File: src/rtl/seq_detect_param.sv
// Serial pattern detector: programmable pattern/length, overlap mode, saturating match count.
// dout is registered and asserts on the edge that consumes the completing sample.
module seq_detect_param #(
  parameter int PAT_W = 8,
  parameter int CNT_W = 8,
  parameter int LEN_W = $clog2(PAT_W + 1)
) (
  input  logic             clk,
  input  logic             rst,
  input  logic             en,
  input  logic             din,
  input  logic             cfg_load,
  input  logic [PAT_W-1:0] cfg_pattern,
  input  logic [LEN_W-1:0] cfg_len,
  input  logic             cfg_overlap,
  output logic             dout,
  output logic [CNT_W-1:0] match_cnt,
  output logic             armed,
  output logic             cfg_err
);

  typedef enum logic {IDLE, RUN} state_t;

  localparam logic [LEN_W-1:0] MAX_LEN = LEN_W'(PAT_W);
  localparam logic [LEN_W-1:0] ONE_LEN = LEN_W'(1);

  state_t           state;
  logic [PAT_W-1:0] pattern;
  logic [PAT_W-1:0] hist;
  logic [PAT_W-1:0] hist_n;
  logic [PAT_W-1:0] mask;
  logic [LEN_W-1:0] len;
  logic [LEN_W-1:0] fill;
  logic [LEN_W-1:0] fill_n;
  logic             overlap;
  logic             match;
  logic             len_ok;

  // Only the low len bits of history take part in the compare.
  always_comb begin
    hist_n = {hist[PAT_W-2:0], din};
    fill_n = (fill < len) ? fill + ONE_LEN : len;
    mask   = '0;
    for (int i = 0; i < PAT_W; i++) begin
      mask[i] = (i < int'(len));
    end
    match  = (fill_n == len) && (((hist_n ^ pattern) & mask) == '0);
    len_ok = (cfg_len != '0) && (cfg_len <= MAX_LEN);
  end

  always_ff @(posedge clk) begin
    if (!rst) begin
      state     <= IDLE;
      armed     <= 1'b0;
      dout      <= 1'b0;
      match_cnt <= '0;
      cfg_err   <= 1'b0;
      hist      <= '0;
      fill      <= '0;
      pattern   <= '0;
      len       <= ONE_LEN;
      overlap   <= 1'b0;
    end else if (cfg_load) begin
      // A load wins over a same-edge sample; that din bit is dropped.
      dout      <= 1'b0;
      match_cnt <= '0;
      if (len_ok) begin
        pattern <= cfg_pattern;
        len     <= cfg_len;
        overlap <= cfg_overlap;
        hist    <= '0;
        fill    <= '0;
        cfg_err <= 1'b0;
        state   <= RUN;
        armed   <= 1'b1;
      end else begin
        cfg_err <= 1'b1;
        state   <= IDLE;
        armed   <= 1'b0;
      end
    end else if (state == RUN && en) begin
      hist <= hist_n;
      dout <= match;
      if (match) begin
        fill <= overlap ? fill_n : '0;
        if (match_cnt != '1) begin
          match_cnt <= match_cnt + 1'b1;
        end
      end else begin
        fill <= fill_n;
      end
    end else begin
      dout <= 1'b0;
    end
  end

endmodule

File: config.mk
export PLATFORM = sky130hd
export DESIGN_NAME = seq_detect_param
export DESIGN_NICKNAME = d
export VERILOG_FILES = /design/src/rtl/seq_detect_param.sv
export SDC_FILE = /design/constraint.sdc
export NUM_CORES = 1
export LEC_CHECK = 0
export ABC_AREA = 1
export CAP_MARGIN = 0
export CORE_MARGIN = 4
export CORE_UTILIZATION = 50
export DETAILED_ROUTE_END_ITERATION = 12
export PLACE_DENSITY = 0.74
export SLEW_MARGIN = 5
export SYNTH_ARGS = -nofsm -noshare
export SYNTH_HDL_FRONTEND = slang
export SYNTH_SLANG_ARGS = --single-unit
File: constraint.sdc
create_clock -name clk -period 2.9 [get_ports clk]
set_input_delay 0.725 -clock clk [delete_from_list [all_inputs] [get_ports clk]]
set_output_delay 0.725 -clock clk [all_outputs]
set_load 0.02 [all_outputs]
==> metrics.txt <==
CP Launch Type=flop; worst reg2reg endpoint=match_cnt[6]; largest net degree at the start of global routing=16; sequential cell area=701 µm²; Cell Rows=22; Die Width=70.8 µm; Worst VDD drop=0.448 mV; core area=3740 µm²; fillers=367; final hold vios=0; worst skew pair latency=290 ps; Post-synth EDFFs=0; Seq cells post-synth=35; max cap viols=0; area grow syn2layout=23.2%; Post-Synthesis Cells=286; crit path kind=reg -> reg; synthesized area=~2000 µm²; final worst path period need=2430 ps; Switch Pwr=0.000289 W; Main synth FF type=dfxtp_1; Yosys top cell area share=a little over a third; grt ovf=0; routed via count=approximately 1900; share of layout cells above drive strength 1=9.32%; Crit. End Element=flop; clk sinks=35; Initial Util=roughly 53%; maximum root-to-sink buffer count=2; crit path capture=match_cnt[6]; count of final setup violators=0; placed wire-length estimate=3.53 mm; Post-CTS Setup Bufs=0; Slew @ Worst Pin=501 ps; Power Internal=0.000778 W; H-tree levels=2; Hold Crit Class=reg -> reg; Antenna Nets Post-Route=0; CTS Hold Bufs=0; CTS tree=built; drt first pass iters=4; r2r setup slk=approximately 470 ps; Min Hold Slack=472 ps; Worst Setup SP=len[3]; total negative setup slack=0 ps; clock skew=3.05 ps; clock-pin slew on the worst setup and hold paths=70 ps; setup repair after global routing missed its margin=false; most area-hungry cell type in the Yosys netlist=dfxtp_1; Syn Area/Cell=6.90 µm²; Num CTS Buffers=5; YS warnings=0; switching part of the total power=27.1%; Logic pwr share=16.0%; clock power share=a little over a third; Worst Path Required=3110 ps; n_diodes=0; chip height=70.8 µm; RePlAce Congestion=0.877; IO Port Bufs=28; total global-route track usage=around 20%; pwr dens=439 nW/µm²; Max Slew Vio Count=0; critical path arrival=approximately 2600 ps; worst r2r path cells=9; Syn Nets=309; Slew HR=66.6%; first-pass GRT wire length=8.16 mm; routed len/inst=12.9 µm; commonest cells in the netlist=86 x nand2_1, 37 x inv_1, 35 x dfxtp_1; worst r2r src=len[3]; largest fanout on the critical path=9; Synth area leaders=dfxtp_1 36%, nand2_1 16%, inv_1 7.0%, a21oi_1 5.1%, nand4_1 4.8%; register area share after synthesis=35.5%; post-synthesis async set-or-reset flop share=0%; Sequential Power Share=between 40% and 50%; drt drc=0; synth unique cells=31; final WL=roughly 4.8 mm; initial antenna violation count=0; Multi-input gate area=between 1000 and 1500 µm²; status=completed; via/cell ratio=about 5.1; Final Power=0.00107 W; clk root buf=clkbuf_8; Max Clock Freq=412 MHz; # IOs=29; iteration-0 DRC count of the detailed router=158; Static Leak=1.02 nW; Final period util=83.7%; post-CTS resize count=0; Final nets=344; die area=5020 µm²; most common cell in the netlist=nand2_1; vias in the first global route=1811
[cell type report]
cell class	instances	area share, %
multi-input combinational	206	45.3
sequential	35	28.8
inverter	41	6.33
timing repair buffer	32	12.8
tap	48	2.47
clock buffer	7	3.96
clock inverter	1	0.309
[logic make-up (layout without fill, tap and decap cells)]
family | after synthesis | in the layout | synth area share, %
AO/OA/AOI/OAI | 40 | 40 | 11.1
XOR/XNOR | 8 | 8 | 3.55
adder cells (fa/ha/maj) | 5 | 5 | 3.17
buffers and inverters | 45 | 81 | 8.62
flip-flops | 35 | 35 | 35.5
AND/OR/NAND/NOR | 153 | 153 | 38.0
[worst min-delay path by stage]
stage	to	depth (start not counted)	start
final	cfg_err	2	cfg_err
after floorplan	overlap	2	overlap
after global placement	cfg_err	2	cfg_err
after detailed placement	state	2	state
after CTS	cfg_err	2	cfg_err
after global routing	hist[5]	2	hist[5]
[metrics by stage]
| step | setup slack (ps) | instance area (µm²) | utilization [%] | instances |
|---|---|---|---|---|
| global placement | 546 | 2330 | 62.2 | 362 |
| finish | 474 | 2430 | 64.9 | 370 |
| global route | 321 | 2430 | 64.9 | 370 |
| detailed placement | 468 | 2330 | 62.2 | 362 |
| floorplan | 960 | 1970 | - | 286 |
| CTS | 506 | 2430 | 64.9 | 370 |
[layout by cell type (no fill, tap or decap), types with 2 or more instances in the layout]
cell type	count
buf_4	4
nor2_4	4
nand4_1	15
a21oi_1	20
clkbuf_8	7
nand3_1	14
nand2_1	86
o21ai_1	2
nand2_2	2
inv_1	37
dfxtp_1	35
nor2_1	20
nand3_2	2
a22o_1	2
o21ai_0	12
xnor2_1	4
inv_2	3
nand2_4	2
clkdlybuf4s50_1	28
nand3b_1	3
ha_1	5
xor2_1	4
[per-layer routing]
metal | wire length (µm) | track usage, %
met4 | 90 | 6.68
met2 | 2050 | 30.3
met5 | 0 | 0
met3 | 270 | 4.97
met1 | 2350 | 28.9
[flip-flops by register name, indices dropped and copies added (netlist names)]
register   count
overlap        1
match_cnt      8
state          1
cfg_err        1
dout           1
fill           4
pattern        8
hist           7
len            4
[power groups by stage]
stage	sequential, W	combinational, W	clock (W)
global placement	0.000515	0.000169	0
floorplan	0.000516	0.000109	0
detailed placement	0.000516	0.000171	0
CTS	0.000505	0.000172	0.000403
finish	0.000505	0.000171	0.000391
global route	0.000507	0.000192	0.000422
[critical path, cell delays in order, from the launching register on]
cell and delay [ps]:
dfxtp_1 470, inv_1 210, ha_1 360, a21oi_2 440
nand4_1 240, nand2_1 170, nor2_4 50, nand4_4 140
nand2_1 90, a21oi_1 170
Power figures use the tool's default switching activity.
